`config.mk`:
```
export PLATFORM = sky130hd
export DESIGN_NAME = avmm_reg_slave
export DESIGN_NICKNAME = d
export VERILOG_FILES = /design/src/rtl/avmm_reg_slave.sv
export SDC_FILE = /design/constraint.sdc
export NUM_CORES = 1
export LEC_CHECK = 0
export ABC_AREA = 1
export BUFFER_PORTS_ARGS = -buffer_cell sky130_fd_sc_hd__buf_2
export CORE_MARGIN = 5
export CORE_UTILIZATION = 40
export DETAILED_ROUTE_END_ITERATION = 16
export GPL_TIMING_DRIVEN = 0
export MAX_ROUTING_LAYER = met4
export PLACE_DENSITY = 0.67
export SETUP_SLACK_MARGIN = 0.02
export SLEW_MARGIN = 20
export SYNTH_ARGS = -nofsm -noshare
export SYNTH_HDL_FRONTEND = slang
export SYNTH_SLANG_ARGS = --single-unit
```
`constraint.sdc`:
```
create_clock -name clk -period 22.4 [get_ports clk]
set_input_delay 1.12 -clock clk [delete_from_list [all_inputs] [get_ports clk]]
set_output_delay 1.12 -clock clk [all_outputs]
set_load 0.02 [all_outputs]
```
`src/rtl/avmm_reg_slave.sv`:
```
// avmm_reg_slave: Avalon-MM register bank with programmable wait states and
// a fixed-latency pipelined read path.
// Optional macro AVS_REG_IRQ_EN adds an IRQ status/mask register pair
// (top two registers) plus irq_set / irq ports.
`timescale 1ns/1ps

module avmm_reg_slave #(
    parameter int unsigned NUM_REGS    = 8,
    parameter logic [31:0] BASE_ADDR   = 32'h0000_0000,
    parameter int unsigned WAIT_STATES = 1,
    parameter int unsigned RD_LAT      = 2,
    parameter logic [31:0] RST_VAL     = 32'h0,
    parameter logic [31:0] BAD_DATA    = 32'hDEAD_BEEF
) (
    input  logic                     clk,
    input  logic                     rst,
    input  logic [31:0]              address,
    input  logic                     read,
    input  logic                     write,
    input  logic [3:0]               byteenable,
    input  logic [31:0]              writedata,
    output logic [31:0]              readdata,
    output logic                     readdatavalid,
    output logic                     waitrequest,
`ifdef AVS_REG_IRQ_EN
    input  logic [31:0]              irq_set,
    output logic                     irq,
`endif
    output logic [NUM_REGS*32-1:0]   regs_q
);

    localparam int unsigned IDX_W  = (NUM_REGS > 1) ? $clog2(NUM_REGS) : 1;
    localparam int unsigned WCNT_W = 2;

    typedef enum logic [1:0] {ST_IDLE, ST_WAIT, ST_ACCEPT} state_t;

    state_t              state;
    state_t              state_nxt;
    logic [WCNT_W-1:0]   wcnt;
    logic [WCNT_W-1:0]   wcnt_nxt;
    logic                wait_nxt;
    logic                cmd;
    logic                accept;
    logic                wr_hit;
    logic                rd_acc;
    logic [31:0]         off_w;
    logic                in_range;
    logic [IDX_W-1:0]    idx;
    logic [31:0]         be_mask;
    logic [31:0]         rd_val;
    logic [31:0]         bank     [NUM_REGS];
    logic [31:0]         bank_nxt [NUM_REGS];
    logic [RD_LAT-1:0]   pipe_v;
    logic [31:0]         pipe_d   [RD_LAT];
`ifdef AVS_REG_IRQ_EN
    logic [31:0]         status_clr;
`endif

    // Command handshake: a command is taken on any edge where waitrequest is low.
    assign cmd    = read | write;
    assign accept = cmd & ~waitrequest;
    assign wr_hit = accept & write & in_range;
    assign rd_acc = accept & read & ~write;

    // Address decode; BASE_ADDR is aligned so the low two bits never borrow.
    assign off_w    = (address - BASE_ADDR) >> 2;
    assign in_range = off_w < 32'(NUM_REGS);
    assign idx      = off_w[IDX_W-1:0];
    assign be_mask  = {{8{byteenable[3]}}, {8{byteenable[2]}},
                       {8{byteenable[1]}}, {8{byteenable[0]}}};
    assign rd_val   = in_range ? bank[idx] : BAD_DATA;

    // FSM state register and wait counter.
    always_ff @(posedge clk or posedge rst) begin
        if (rst) begin
            state <= ST_IDLE;
            wcnt  <= '0;
        end else begin
            state <= state_nxt;
            wcnt  <= wcnt_nxt;
        end
    end

    // FSM next state: the IDLE cycle counts as the first wait state.
    always_comb begin
        state_nxt = state;
        wcnt_nxt  = wcnt;
        case (state)
            ST_IDLE: begin
                if (cmd && (WAIT_STATES != 0)) begin
                    wcnt_nxt  = WCNT_W'(WAIT_STATES - 1);
                    state_nxt = (WAIT_STATES == 1) ? ST_ACCEPT : ST_WAIT;
                end
            end
            ST_WAIT: begin
                if (!cmd) begin
                    state_nxt = ST_IDLE;
                end else begin
                    wcnt_nxt = wcnt - WCNT_W'(1);
                    if (wcnt == WCNT_W'(1)) begin
                        state_nxt = ST_ACCEPT;
                    end
                end
            end
            ST_ACCEPT: state_nxt = ST_IDLE;
            default:   state_nxt = ST_IDLE;
        endcase
    end

    // FSM output: waitrequest level for the coming cycle.
    always_comb begin
        wait_nxt = 1'b1;
        case (state_nxt)
            ST_IDLE:   wait_nxt = (WAIT_STATES != 0);
            ST_ACCEPT: wait_nxt = 1'b0;
            default:   wait_nxt = 1'b1;
        endcase
    end

    // Registered waitrequest, held high through reset.
    always_ff @(posedge clk or posedge rst) begin
        if (rst) begin
            waitrequest <= 1'b1;
        end else begin
            waitrequest <= wait_nxt;
        end
    end

    // Next register bank contents from byte-enabled writes (and IRQ status).
    always_comb begin
        for (int i = 0; i < NUM_REGS; i++) begin
            bank_nxt[i] = bank[i];
            if (wr_hit && (idx == IDX_W'(i))) begin
                bank_nxt[i] = (bank[i] & ~be_mask) | (writedata & be_mask);
            end
        end
`ifdef AVS_REG_IRQ_EN
        status_clr = '0;
        if (wr_hit && (idx == IDX_W'(NUM_REGS - 1))) begin
            status_clr = writedata & be_mask;
        end
        bank_nxt[NUM_REGS-1] = (bank[NUM_REGS-1] & ~status_clr) | irq_set;
`endif
    end

    // Register bank storage.
    always_ff @(posedge clk or posedge rst) begin
        if (rst) begin
            for (int i = 0; i < NUM_REGS; i++) begin
                bank[i] <= RST_VAL;
            end
        end else begin
            for (int i = 0; i < NUM_REGS; i++) begin
                bank[i] <= bank_nxt[i];
            end
        end
    end

`ifdef AVS_REG_IRQ_EN
    // Interrupt line follows the post-edge status and mask values.
    always_ff @(posedge clk or posedge rst) begin
        if (rst) begin
            irq <= 1'b0;
        end else begin
            irq <= |(bank_nxt[NUM_REGS-1] & bank_nxt[NUM_REGS-2]);
        end
    end
`endif

    // Flat view of the bank.
    for (genvar g = 0; g < NUM_REGS; g++) begin : g_flat
        assign regs_q[32*g +: 32] = bank[g];
    end

    // Read pipeline: accepted read data emerges RD_LAT edges after acceptance.
    always_ff @(posedge clk or posedge rst) begin
        if (rst) begin
            pipe_v        <= '0;
            readdatavalid <= 1'b0;
            readdata      <= '0;
            for (int k = 0; k < RD_LAT; k++) begin
                pipe_d[k] <= '0;
            end
        end else begin
            pipe_v[0] <= rd_acc;
            pipe_d[0] <= rd_val;
            for (int k = 1; k < RD_LAT; k++) begin
                pipe_v[k] <= pipe_v[k-1];
                pipe_d[k] <= pipe_d[k-1];
            end
            readdatavalid <= pipe_v[RD_LAT-1];
            if (pipe_v[RD_LAT-1]) begin
                readdata <= pipe_d[RD_LAT-1];
            end
        end
    end

endmodule

```
After elaboration in Yosys (flattened, before gate mapping)

Cells that the tools add are included.

$add $sub $neg: 1
Equality and inequality tests: 12
Order comparisons: 2
Bitwise gates (word level): 27
Muxes and demuxes: 12
Reductions and logical operators: 12

Operator list:

| operator                                                              | number |
|---|---|
| 32-bit AND                                                            | 9 |
| 32-bit OR                                                             | 8 |
| 32-bit binary-select mux with 3-bit select                            | 1 |
| 32-bit two-way mux                                                    | 3 |
| 32-bit NOT                                                            | 1 |
| 30-bit by 4-bit < comparator with 1-bit output, second input constant | 1 |
| 3-bit equality test, second input constant                            | 4 |
| 2-bit two-way mux                                                     | 5 |
| 1-bit logical AND                                                     | 8 |
| 2-bit one-hot mux with 2 select lines                                 | 2 |
| 3-bit by 2-bit equality test with 1-bit output, second input constant | 2 |
| 1-bit AND                                                             | 5 |
| 2-bit by 1-bit equality test with 1-bit output, second input constant | 2 |
| 4-bit >= comparator, second input constant                            | 1 |
| 2-bit != test, second input constant                                  | 2 |
| 3-bit NOT with 4-bit output                                           | 1 |
| 3-bit by 1-bit equality test with 1-bit output, second input constant | 1 |
| 3-bit logical NOT                                                     | 1 |
| 3-bit AND reduction                                                   | 1 |
| 2-bit equality test, second input constant                            | 1 |
| 2-bit logical NOT                                                     | 1 |
| 1-bit NOT                                                             | 2 |
| 2-bit nonzero test                                                    | 1 |
| 2-bit by 1-bit subtractor with 2-bit output, second input constant    | 1 |
| 2 further kinds                                                       | 2 |

Flip-flop bits (word level): 360
Input port bits: 72
Output and inout bits: 290

Longest topological paths before layout

Depth in word-level cells: 6
Gate-level depth with buffers: 11
Gate-level depth less buffers: 9

Worst setup path before layout

OpenSTA, ideal clock, no wires.

Kind: in2reg
Start: in address[12]
End: reg (tool-made name)
Cell stages on the path: 9
Buffers on the path: 1
Data arrival time: 2.179 ns
Slack: 20.102 ns
Setup time: 0.119 ns
Data required time: 22.281 ns
Cell sequence: nor2_1 -> nand2_1 -> nor2_2 -> nand2_2 -> nor2_8 -> buf_12 -> nand4_4 -> nand2_1 -> nand2_1

RTL lines:

| what            | RTL line | text |
|---|---|---|
| start, declared | 17       | `input logic [31:0] address,` |

Final worst setup path

Start: in address[3]
End: reg pipe_d[40] in the netlist's numbering

Cells in the longest elaborated chain, start to end: 5
Elaborated cells on any way between the ends: 6
Those cells by class: order compare: 1; mux: 4; bitwise: 1

Ends and longest elaborated chain:

| what                                                                                                   | RTL line | text |
|---|---|---|
| parallel branches: the longest is 4 deep, another holds 30-bit by 4-bit < comparator with 1-bit output | n/a      |  |
| 32-bit two-way mux (*)                                                                                 | 71       | `assign rd_val = in_range ? bank[idx] : BAD_DATA;` |
| net rd_val[8]                                                                                          | 50       | `logic [31:0] rd_val;` |
| end signal, assigned by index                                                                          | 189      | `pipe_d[k] <= pipe_d[k-1];` |
| end, declared                                                                                          | 54       | `logic [31:0] pipe_d [RD_LAT];` |

Mark *: on every way through the listed nets, which the timed path passes. The select of a mux whose other input is x is not followed.
A chain may end at the register's enable or synchronous reset.

==> run summary <==
Post-synthesis cell type count = 33
Clock share of power = 0.478
Final Hold Vio Count = 0
CTS Hold Bufs = 0
Mapped cell area = 16,820 µm²
Vias in the first global route = 15,640
Clk pin slew, worst setup/hold paths = 60 ps
Hold crit path type = flop to flop
Clock root cell = clkbuf_16
CTS Buf Count = 40
Worst path required time = 22,840 ps
Comb power frac = 0.071
Total wire length = 72.51 mm
Final setup vio count = 0
Critical Path Source = address[3]
GPL Wtd Cong = 0.9473
Synth Register Bits = 360
Fin Setup TNS = 0 ps
Max cap viols = 0
Area grow syn2layout = 22.22%
Worst-margin pin slew = 993.5 ps
Grt total ovfl = 0
Startpoint types = input pin
Unrepaired setup endpoints after global routing = false
Psw = 0.0003622 W
Die Ht = 215.1 µm
Post-Synthesis Cells = 1,764
Synthesized net count = 1,837
1st-iter DRT viols = 1,806
Post-CTS Setup Inserts = 0
Clock skew = 16.79 ps
PortBufs = 321
Initial DRT Pass Iterations = 6
Post-synthesis sequential area ratio = 0.5356
Outcome = finished clean
Crit path max fanout = 10
Initial antenna violation count = 6
Final Max Slew Viols = 0
Post_cts resized = 0
First-pass GRT wire length = 105.7 mm
Syn_area_per_cell = 9.536 µm²
Fmax = 377.7 MHz
Syn. warnings = 0
Largest net degree at the start of global routing = 97
Most common cell after layout, fill and taps aside = nand2_1
Sink Count = 360
CTS tree = done
Per-cell routed wire length = 26.84 µm
Setup CP Type = input pin to flop
Tcrit/Tclk final = 0.1182
Most frequent cells in the layout = 557 x nand2_1, 369 x buf_2, 359 x dfrtp_1
Hold Path Origin = pipe_d[58]
Residual DRC = 0
Via/cell ratio = 5.930
Fillers = 3,881
Antenna Nets Post-Route = 0
Nets@finish = 2,203
Die area = 46,250 µm²
Longest Clk Path Bufs = 3
Reg power frac = 0.451
GR Util All Layers = 0.3116
Final hold slack = 348.1 ps
Worst-Skew Late Latency = 570 ps
Final instance area = 20,560 µm²
Cell Area, Placed = 19,190 µm²
Int Pwr = 0.001087 W
Tmin final = 2648 ps
Top Ports = 362
Top post-synthesis cells by area = dfrtp_1 53%, nand2_1 12%, nand4_1 9.5%, nand3_1 4.3%, nand4_4 4.0%
Crit end category = flop
Core box area = 41,760 µm²
Number of cell rows = 75
Fraction of layout cells with a size suffix above 1 = 0.2783
Detail Placement HPWL = 52.32 mm
Worst path arrival time = 3090 ps
Power Dens Cells = 70.48 nW/µm²
Synth area leader = dfrtp_1
Detailed-route via count = 16,020
CTS H-tree depth = 2
Worst slew margin = 0.3377
VDD IR max = 42.73 µV
Die Width = 215.1 µm
Switch share = 0.2500
Top cell type's share of synthesized area = 0.5341
FF-to-FF Start = waitrequest
Starting density of the core = 0.4028
Leak Pwr = 10.78 nW
[power groups by stage]
stage	logic [W]	clock network, W	registers, W
2_1_floorplan	0.0000592	0	0.000667
3_3_place_gp	0.0000973	0	0.000666
3_5_place_dp	0.000101	0	0.000665
4_1_cts	0.000101	0.000696	0.000654
5_1_grt	0.000109	0.000722	0.000653
6_report	0.000103	0.000692	0.000654
[cells in the mapped netlist]
cell        n
inv_1      24
nand2_4     1
a22oi_1    48
clkbuf_1   49
buf_2      48
nand2_2     4
buf_1       9
nand2_1   557
nor2_8      7
nor2_2      4
inv_4       1
inv_2       4
nor2_1     27
o21ai_0    18
nor4_1      1
nor2_4      3
buf_6      13
dfrtp_1   359
and3_1      7
o22ai_1    32
buf_12      3
a31o_2      9
buf_4      18
a21oi_1     2
a31o_1     15
clkbuf_2   32
nand3_1   146
mux2_2     32
ha_1        1
dfstp_2     1
nand4_1   256
nand4_4    32
and2_0      1
[metrics by stage]
step | util | power, W | cells | setup WS [ps]
detailed placement | 0.4596 | 0.0007661 | 2627 | 19310
global placement | 0.4574 | 0.0007632 | 2624 | 7386
finish | 0.4923 | 0.001449 | 2701 | 19750
CTS | 0.4920 | 0.001451 | 2695 | 19900
global route | 0.4923 | 0.001484 | 2701 | 19730
floorplan | - | 0.0007260 | 1764 | 11290
[final cells by class]
class	count	area, µm²	share of cell area
Antenna cell	6	15.01	0.0007303
Sequential cell	360	9010	0.4383
Clock inverter	15	210.2	0.01022
Multi-Input combinational cell	1203	6740	0.3279
Inverter	29	118.9	0.005782
Clock buffer	53	1141	0.05550
Timing Repair Buffer	324	1689	0.08216
Buffer	172	959.7	0.04668
Tap cell	539	674.4	0.03280
[per-layer routing]
| layer | vias up | wire, µm | GRT usage |
|---|---|---|---|
| met4 | 0 | 3397 | 0.1301 |
| met2 | 1053 | 32600 | 0.4674 |
| li1 | 6928 | - | - |
| met1 | 7860 | 28480 | 0.3999 |
| met3 | 177 | 8022 | 0.08852 |
| met5 | - | 0 | - |
[critical path, stage by stage]
cell     delay [ps]
buf_4           160
inv_2            60
nand2_4         230
buf_1           780
o22ai_1         150
o21ai_0         220
nand2_1         110
nor2_1          240
[worst paths after layout]
path	slack (ps)	endpoint	cells past startpoint
max in group asynchronous	20320	asynchronous set/reset pin	4
min reg2reg	350	pipe_d[26]	0
max reg2reg	20460	flop	7
min in group asynchronous	670	readdata[30]	2
max	19750	pipe_d[40]	8
min	350	pipe_d[26]	0
[kinds of logic after synthesis]
family,share of synthesized area
fa+ha+maj,0.0007437
flops,0.5356
simple gates,0.3268
compound gates,0.05177
buf+inv,0.06367
mux,0.02142
Power figures use the tool's default switching activity.
